## src/rtl/byte_word_unpacker_if.sv

```systemverilog
// Handshake bundle between a word producer, the unpacker and an element consumer.
// The slave modport is the unpacker's view of the bundle.
interface byte_word_unpacker_if #(
  parameter int WORD_W = 32,
  parameter int NIB_W  = 4
);
  logic              in_valid;
  logic              in_ready;
  logic [WORD_W-1:0] in_data;
  logic              out_valid;
  logic              out_ready;
  logic [NIB_W-1:0]  out_nibble;
  logic [2:0]        out_index;
  logic              out_first;
  logic              out_last;
  logic              word_rep;
  logic              word_all1;
  logic              word_par;

  modport slave (
    input  in_valid, in_data, out_ready,
    output in_ready, out_valid, out_nibble, out_index, out_first, out_last,
           word_rep, word_all1, word_par
  );

  modport master (
    output in_valid, in_data, out_ready,
    input  in_ready, out_valid, out_nibble, out_index, out_first, out_last,
           word_rep, word_all1, word_par
  );
endinterface

```

## src/rtl/byte_word_unpacker.sv

```systemverilog
// Splits each WORD_W input word into NUM elements of NIB_W bits, most-significant first,
// with zero-bubble back-to-back word acceptance and per-word replication/all-ones/parity flags.
module byte_word_unpacker #(
  parameter int WORD_W = 32,
  parameter int NIB_W  = 4
) (
  input  logic                  clk,
  input  logic                  rst,
  byte_word_unpacker_if.slave   bus
);
  localparam int NUM = WORD_W / NIB_W;

  localparam logic [0:0] IDLE  = 1'b0;
  localparam logic [0:0] SHIFT = 1'b1;

  logic [0:0]        state;
  logic [WORD_W-1:0] hold;
  logic [WORD_W-1:0] shifted;
  logic [2:0]        idx;
  logic              rep;
  logic              all1;
  logic              par;

  logic valid;
  logic last;
  logic take_out;
  logic rdy;
  logic take_in;
  logic rep_in;

  always_comb begin
    valid    = (state == SHIFT);
    last     = valid && (idx == 3'(NUM - 1));
    take_out = valid && bus.out_ready;
    // accepting on the last beat lets the next word follow with no idle cycle
    rdy      = (state == IDLE) || (take_out && last);
    take_in  = bus.in_valid && rdy;
    rep_in   = (bus.in_data == {NUM{bus.in_data[WORD_W-1 -: NIB_W]}});
    shifted  = hold << (NIB_W * idx);
  end

  always_ff @(posedge clk or posedge rst) begin
    if (rst) begin
      state <= IDLE;
      hold  <= '0;
      idx   <= '0;
      rep   <= 1'b0;
      all1  <= 1'b0;
      par   <= 1'b0;
    end else if (take_in) begin
      state <= SHIFT;
      hold  <= bus.in_data;
      idx   <= '0;
      rep   <= rep_in;
      all1  <= &bus.in_data;
      par   <= ^bus.in_data;
    end else if (take_out) begin
      if (last) begin
        state <= IDLE;
        idx   <= '0;
      end else begin
        idx   <= idx + 3'd1;
      end
    end
  end

  assign bus.in_ready   = rdy;
  assign bus.out_valid  = valid;
  assign bus.out_nibble = shifted[WORD_W-1 -: NIB_W];
  assign bus.out_index  = idx;
  assign bus.out_first  = valid && (idx == 3'd0);
  assign bus.out_last   = last;
  assign bus.word_rep   = rep;
  assign bus.word_all1  = all1;
  assign bus.word_par   = par;
endmodule
```

## src/flat_wrapper.sv

```systemverilog
// flat-port wrapper written by rule: the top's interface ports become plain ports
module byte_word_unpacker_flat 
#(
  parameter int WORD_W = 32,
  parameter int NIB_W  = 4
)
  (clk, rst, bus_in_valid, bus_in_data, bus_out_ready, bus_in_ready, bus_out_valid, bus_out_nibble, bus_out_index, bus_out_first, bus_out_last, bus_word_rep, bus_word_all1, bus_word_par);
  byte_word_unpacker_if #(.WORD_W(WORD_W), .NIB_W(NIB_W)) bus_i ();
  input  logic clk;
  input  logic rst;
  input wire logic [$bits(bus_i.in_valid)-1:0] bus_in_valid;
  input wire logic [$bits(bus_i.in_data)-1:0] bus_in_data;
  input wire logic [$bits(bus_i.out_ready)-1:0] bus_out_ready;
  output wire logic [$bits(bus_i.in_ready)-1:0] bus_in_ready;
  output wire logic [$bits(bus_i.out_valid)-1:0] bus_out_valid;
  output wire logic [$bits(bus_i.out_nibble)-1:0] bus_out_nibble;
  output wire logic [$bits(bus_i.out_index)-1:0] bus_out_index;
  output wire logic [$bits(bus_i.out_first)-1:0] bus_out_first;
  output wire logic [$bits(bus_i.out_last)-1:0] bus_out_last;
  output wire logic [$bits(bus_i.word_rep)-1:0] bus_word_rep;
  output wire logic [$bits(bus_i.word_all1)-1:0] bus_word_all1;
  output wire logic [$bits(bus_i.word_par)-1:0] bus_word_par;
  assign bus_i.in_valid = bus_in_valid;
  assign bus_i.in_data = bus_in_data;
  assign bus_i.out_ready = bus_out_ready;
  assign bus_in_ready = bus_i.in_ready;
  assign bus_out_valid = bus_i.out_valid;
  assign bus_out_nibble = bus_i.out_nibble;
  assign bus_out_index = bus_i.out_index;
  assign bus_out_first = bus_i.out_first;
  assign bus_out_last = bus_i.out_last;
  assign bus_word_rep = bus_i.word_rep;
  assign bus_word_all1 = bus_i.word_all1;
  assign bus_word_par = bus_i.word_par;
  byte_word_unpacker #(.WORD_W(WORD_W), .NIB_W(NIB_W)) u_core (.clk(clk), .rst(rst), .bus(bus_i));
endmodule
```

## config.mk

```make
export PLATFORM = sky130hd
export DESIGN_NAME = byte_word_unpacker_flat
export DESIGN_NICKNAME = d
export VERILOG_FILES = /design/src/rtl/byte_word_unpacker_if.sv /design/src/rtl/byte_word_unpacker.sv /design/src/flat_wrapper.sv
export SDC_FILE = /design/constraint.sdc
export NUM_CORES = 1
export LEC_CHECK = 0
export ABC_AREA = 1
export CORE_ASPECT_RATIO = 0.9
export CORE_UTILIZATION = 57
export CTS_BUF_LIST = sky130_fd_sc_hd__clkbuf_16
export DETAILED_ROUTE_END_ITERATION = 7
export HOLD_SLACK_MARGIN = 0.1
export PLACE_DENSITY = 0.95
export REMOVE_ABC_BUFFERS = 1
export SKIP_LAST_GASP = 1
export SLEW_MARGIN = 30
export SYNTH_ARGS = -nofsm -noshare
export SYNTH_HDL_FRONTEND = slang
export SYNTH_SLANG_ARGS = --single-unit
```

## constraint.sdc

```tcl
create_clock -name clk -period 4.2 [get_ports clk]
set_clock_uncertainty 0.15 [all_clocks]
set_input_delay 0.84 -clock clk [delete_from_list [all_inputs] [get_ports clk]]
set_output_delay 0.84 -clock clk [all_outputs]
set_load 0.005 [all_outputs]
```

# Yosys cells after proc, flatten, opt, wreduce, memory -nomap -nowiden
# Index checks and enable logic that the tools add are counted.
dict set report classes {
  n_addsub 1
  multipliers 0
  n_div 0
  magnitude_cmp 0
  n_eq_ne 2
  shifts 1
  n_mux 6
  bitwise_logic 1
  reduce_logical 12
}
# cell count
set op_table {}
lappend op_table {{$reduce_and A32 Y1} 1}
lappend op_table {{$reduce_xor A32 Y1} 1}
lappend op_table {{$shl A32 B5 Y32} 1}
lappend op_table {{$eq A28 B28 Y1} 1}
lappend op_table {{$mux W3} 3}
lappend op_table {{$logic_and A1 B1 Y1} 5}
lappend op_table {{$reduce_bool A2 Y1} 2}
lappend op_table {{$add A3 B1 Y3 const B} 1}
lappend op_table {{$eq A3 B3 Y1 const B} 1}
lappend op_table {{$logic_not A3 Y1} 1}
lappend op_table {{$mux W1} 3}
lappend op_table {{$reduce_and A2 Y1} 1}
lappend op_table {{$logic_or A1 B1 Y1} 1}
lappend op_table {{$not A1 Y1} 1}
dict set report totals {
  reg_bits 39
  latchBits 0
  ramBits 0
  romBits 0
  in_bits 36
  elab_cells 29
  n_memories 0
}

# Longest topological paths before layout
# Gate-level depths: netlist (run 1).
dict set report logic_depth {
  ltp_word 7
  ltp_mapped 12
  ltp_nobuf 12
}

# Least setup slack after synthesis (run 1)
# Ideal clock, no wire load.
dict set report synth_timing {
  path_kind {register to output}
  from {register u_core.idx[0] (netlist: u_core.bus.out_index[0])}
  to {output port bus_out_nibble[0]}
  arrival_ps 1168
  required_time_ps 3210
  setup_slack_ps 2042
  stages_incl_launch_ff 7
  path_buffers 1
  path_cell_list {dfrtp_1 inv_1 clkbuf_1 nor2_1 o21ai_0 a21oi_1 a31oi_1}
}
dict set report synth_between {
  elab_chain_cells 1
}
# item line
set synth_lines {}
lappend synth_lines {{from (decl)} byte_word_unpacker.sv:19} ;# logic [2:0] idx;
lappend synth_lines {{from (signal assigned)} byte_word_unpacker.sv:62} ;# idx <= idx + 3'd1;
lappend synth_lines {{$shl A32 B5 Y32} byte_word_unpacker.sv:39} ;# shifted = hold << (NIB_W * idx);
lappend synth_lines {{to (decl)} flat_wrapper.sv:16} ;# output wire logic [$bits(bus_i.out_nibble)-1:0] bus_out_nibble;
# No other way between the ends.

# Worst setup path in the final report (run 1)
# Ends and elaborated chain as after synthesis.

==> impl_metrics.toml, run 1 <==
[status]
status = "finished, final reports clean"

[finish]
fin_util = 0.746
area_growth_pct = 23.6
diodes = 0
drive_gt1_frac = 0.0374
final_area_um2 = 3390
fin_nets = 509

[timing]
hold_violations = 0
min_period_ns = 3.44
setup_slack_ns = 0.758
finalMaxSlewViolations = 0
max-slew-margin-rel = 0.601
setup_violations = 0
setup-tns-final_ns = 0
worst_slew_pin_slew_ns = 0.596
fmax_mhz = 291
rsz0062_at_grt = "false"
fin_crit_sh = 0.819

[placement]
gp_congestion = 0.977
post_dp_cell_area_um2 = 3250
portBuffers = 49
pre_cts_ws_ns = 1.10
dp_hpwl_um = 5350

[route]
wirelength_um = 7230
drc_errors = 0
num_vias = 2845
dr.pass1.iters = 5
initialDrtViolationCount = 292
avgViaCountPerCell = 5.50
postRouteAntennaNets = 0
routedWlPerCell_um = 14.0

[floorplanning]
initial_utilization = 0.603
core_um2 = 4550
die_w_um = 75.1
row_count = 23
die_height_um = 67.8
num_io_pins = 50
die_area_um2 = 5090

[clocking]
cts_resized = 0
cts-buffers-inserted = 5
ctsHoldBuffers = 0
clk_path_buf_depth = 2
h-tree-depth = 2
cts_sinks = 39
insertion_delay_ns = 0.28
root_buffer = "clkbuf_16"
cts_tree = "built"
clk_pin_slew_worst_paths_ns = 0.06
post-cts-setup-buffers = 0

[setup_path]
startpoint_type = "flop"
crit_family = "buffers and inverters"
cp.depth = 5
critPathMaxStageDelay_ns = 0.65
arrival_ns = 2.45
required_ns = 3.21
critical_path.slowest_cell = "dfrtp_1"
endpoint = "bus_out_nibble[0]"
path_cells = "inv_1 -> o21ai_0 -> a21oi_1 -> a31oi_1 -> clkdlybuf4s50_1"
r2r-start = "u_core.bus.out_index[0]"
worst-path-max-fanout = 21
reg2reg_to = "u_core.hold[16]"
crit_buf_inv = 2
cp-end-kind = "output port"
path_class = "reg -> out"
rrSetupSlack_ns = 1.68
r2r_cells = 8
worstSetupStartpoint = "u_core.bus.out_index[0]"

[global_route]
grt_pass1_wl_um = 11900
grt_start_max_net_pins = 40
first_global_vias = 2705
track_usage = 0.316
grt_antenna_before_repair = 0
grt-ovfl-total = 0

[power_and_ir_drop]
power.leakage_nw = 1.83
p_comb_frac = 0.411
p_switching_mw = 0.680
sw_frac_of_total = 0.378
max-vdd-ir-drop_uv = 291
p_clk_frac = 0.208
power.density_nw_per_um2 = 530
p_int_mw = 1.12
pwr-share-seq = 0.381

[synthesis]
ys.flop_type = "dfrtp_1"
yosysWarnings = 0
avgSynthCellArea_um2 = 6.74
synth_seq_cells = 39
synth_edf_count = 0
synthArstFlopShare = 1.00
synth-seq-area-share = 0.356
synth_cell_type_count = 26
netlist_area_um2 = 2740
syn_inst = 407

[min_path]
hp-class = "reg -> reg"

[flow_run]
cap_violations = 0
[layout make-up]
| cell class | count | area, um^2 |
|---|---|---|
| clock buffer | 5 | 125 |
| clock inverter | 3 | 16.3 |
| fill | 354 | 1160 |
| sequential | 39 | 976 |
| tap | 62 | 77.6 |
| inverter | 63 | 236 |
| timing repair buffer | 51 | 505 |
| multi-input combinational | 294 | 1450 |
[power by group through the flow]
stage	logic, mW	clock network, mW	registers (mW)
after floorplan	0.455	0	0.640
after global placement	0.689	0	0.678
after detailed placement	0.725	0	0.684
after CTS	0.739	0.371	0.679
after global routing	0.854	0.386	0.705
final	0.739	0.373	0.684
[worst min-delay path by stage]
stage,from,to,slack (ns),cells after the start
finish,u_core.hold[22],u_core.hold[22],0.33,2
global route,u_core.bus.word_par,u_core.bus.word_par,0.36,2
CTS,u_core.hold[22],u_core.hold[22],0.33,2
detailed placement,u_core.hold[22],u_core.hold[22],0.32,2
global placement,u_core.hold[22],u_core.hold[22],0.31,2
floorplan,u_core.hold[10],u_core.hold[10],0.29,2
[metal layers]
metal  vias up  part of all wire  GRT usage
li1       1385                 -          -
met1      1281              0.40      0.360
met2       148              0.47      0.551
met3        31             0.094     0.0851
met4         0             0.035      0.146
met5         -                 0          0
[synthesized netlist by cell type (all sizes together), types with 3 or more instances]
master / number / area (um^2)
inv: 62 / 233
buf: 6 / 57.6
a31oi: 3 / 18.8
ha: 19 / 238
nor2: 29 / 109
dfrtp: 39 / 976
clkbuf: 5 / 18.8
nand2: 146 / 551
nand4: 8 / 50.1
o21ai: 58 / 313
nand3: 15 / 75.1
a21oi: 7 / 35.0
[kinds of logic after synthesis]
family                     synth area share
buffers and inverters                 0.114
DFF                                   0.356
xor gates and xnor gates            0.00958
adders and majority gates            0.0867
and+or+nand+nor                       0.290
AOI/OAI and AO/OA                     0.144
[sequential cells by signal, summed over array words and instances, names as in the netlist]
name and flops:
u_core.bus.out_index 3, u_core.bus.word_rep 1, u_core.bus.out_valid 1, u_core.bus.word_all1 1, u_core.bus.word_par 1, u_core.hold 32
[cell usage in the layout (no fill, tap or decap), drive strengths merged]
cell	n
nand4	8
nand2	146
o21ai	58
nand3	15
buf	2
o211ai	1
a21oi	7
xnor2	1
o31ai	1
inv	63
clkbuf	5
clkinv	2
o22ai	2
clkinvlp	1
xor2	2
dfrtp	39
nor4	1
nor3	1
nor2	29
ha	19
clkdlybuf4s50	49
a31oi	3
[worst register-to-register path, stage by stage, from the launching register on]
cell,delay (ns)
dfrtp_1,0.65
ha_1,0.23
ha_1,0.17
inv_1,0.07
o21ai_2,0.19
nand2_2,0.38
buf_4,0.40
nand2_1,0.10
o21ai_1,0.07
[stage by stage]
step                      total power, mW  hold slack [ns]  cells
after floorplan                      1.09            0.294    396
after global placement               1.37            0.311    509
after detailed placement             1.41            0.320    509
after CTS                            1.79            0.334    517
after global routing                 1.94            0.359    517
final                                1.80            0.331    517
Note: power is estimated with default switching activity, not from simulation.
==> run 2: changes to the inputs <==
CORE_UTILIZATION = 53   (was 57)
PLACE_DENSITY = 0.91   (was 0.95)
clock period = 3.5 ns   (was 4.2 ns; I/O delays follow)
==> impl_metrics.toml, run 2 (synthesized netlist as in run 1, its figures left out) <==
[status]
status = "finished, final reports clean"

[timing]
finalMaxSlewViolations = 0
worst_slew_pin_slew_ns = 0.526
hold_violations = 0
fmax_mhz = 332
max-slew-margin-rel = 0.649
setup-tns-final_ns = 0
fin_crit_sh = 0.861
min_period_ns = 3.01
rsz0062_at_grt = "false"
setup_violations = 0

[route]
wl_met2_um = 3590
drc_errors = 0
wirelength_um = 7220
wl_met1_um = 3030
wl_met3_um = 476
postRouteAntennaNets = 0
routedWlPerCell_um = 13.8
dr.pass1.iters = 4
avgViaCountPerCell = 5.48
initialDrtViolationCount = 224
top_layer = "met4"
num_vias = 2858

[floorplanning]
row_count = 24
core_um2 = 4920
initial_utilization = 0.557
num_io_pins = 50
die_height_um = 70.2
die_area_um2 = 5470
die_w_um = 77.8

[global_route]
grt_start_max_net_pins = 40
grt-ovfl-total = 0
first_global_vias = 2678
grt_antenna_before_repair = 0
grt_pass1_wl_um = 11800
track_usage = 0.276

[clocking]
cts_resized = 0
cts_tree = "built"
clk_pin_slew_worst_paths_ns = 0.06
root_buffer = "clkbuf_16"
cts_sinks = 39
ctsHoldBuffers = 0
clk_path_buf_depth = 2
cts-buffers-inserted = 5
insertion_delay_ns = 0.28
post-cts-setup-buffers = 0
h-tree-depth = 2

[min_path]
hp-class = "reg -> reg"

[power_and_ir_drop]
p_comb_frac = 0.411
p_int_mw = 1.42
power.density_nw_per_um2 = 649
sw_frac_of_total = 0.362
power.leakage_nw = 1.85
max-vdd-ir-drop_uv = 379
pwr-share-seq = 0.360
p_clk_frac = 0.229
p_switching_mw = 0.807

[setup_path]
cp-end-kind = "output port"
startpoint_type = "flop"
worst-path-max-fanout = 12
crit_buf_inv = 2
critical_path.slowest_cell = "dfrtp_1"
path_class = "reg -> out"
arrival_ns = 2.16
critPathMaxStageDelay_ns = 0.56
required_ns = 2.65
crit_family = "buffers and inverters"
path_cells = "clkinv_1 -> nor2_1 -> o21ai_0 -> a31oi_1 -> clkdlybuf4s50_1"

[finish]
final_area_um2 = 3430
area_growth_pct = 25.1
layout_common_cells = "nand2_1 (145), inv_1 (61), clkdlybuf4s50_1 (49), dfrtp_1 (39), o21ai_0 (37)"
diodes = 0
largest_register_ffs = 32
final_common_cell = "nand2_1"
largest_register = "u_core.hold"
drive_gt1_frac = 0.0416
fin_nets = 511

[placement]
post_dp_cell_area_um2 = 3270
gp_congestion = 0.921
portBuffers = 49
dp_hpwl_um = 5510

[flow_run]
cap_violations = 0
## run 2: cell count changes in the layout (fill, tap and decap cells not counted)
cell / delta
buf_4: +2
inv_1: -1
bufinv_16: +1
clkinv_1: +1
clkinvlp_4: -1
## run 2: layout make-up
type                    count  area [um^2]
repair buffers             53          520
flip-flops and latches     39          976
clock inverters             3         38.8
clock buffers               5          125
inverters                  63          236
multi-input cells         294         1450
fillers                   409         1490
well taps                  65         81.3
## run 2: worst reg2reg max path, cell delays in order, from the launching register on
cell and delay, ns:
dfrtp_1 0.56, ha_1 0.22, ha_1 0.16, inv_1 0.07
o21ai_2 0.18, nand2_2 0.33, a21oi_1 0.25, nand3_1 0.11
nor2_1 0.11, nand2_1 0.07, nand2_1 0.06
## run 2: through the flow
step                hold slack (ns)  utilization  total power [mW]  instances  setup slack (ns)
floorplan                     0.294            -              1.31        396              1.15
global placement              0.312        0.664              1.66        514             0.717
detailed placement            0.314        0.664              1.71        514             0.686
CTS                           0.331        0.697              2.22        522             0.507
global route                  0.350        0.697              2.39        522             0.349
finish                        0.325        0.697              2.23        522             0.488
## run 2: power by group through the flow
stage	Combinational [mW]	Clock (mW)	Sequential [mW]
3_3_place_gp	0.861	0	0.794
2_1_floorplan	0.546	0	0.768
4_1_cts	0.912	0.511	0.798
5_1_grt	1.04	0.531	0.825
3_5_place_dp	0.905	0	0.804
6_report	0.915	0.509	0.803
## run 2: per-layer routing
layer,GRT usage,vias up
met2,0.497,117
met3,0.0458,13
met1,0.339,1333
li1,-,1395
met5,0,-
met4,0.0776,0
## run 2: path summary, 6_finish.rpt
check,from,end,slack [ns],depth (start not counted)
worst min-delay path,u_core.bus.word_all1,u_core.bus.word_all1,0.32,2
worst max register to register,u_core.bus.out_index[1],u_core.bus.word_rep,1.18,10
min in group asynchronous,rst,u_core.hold[2],0.70,3
max in group asynchronous,rst,u_core.hold[29],2.15,3
worst max-delay path,u_core.bus.out_index[1],bus_out_nibble[0],0.49,5
worst min register to register,u_core.bus.word_all1,u_core.bus.word_all1,0.32,2
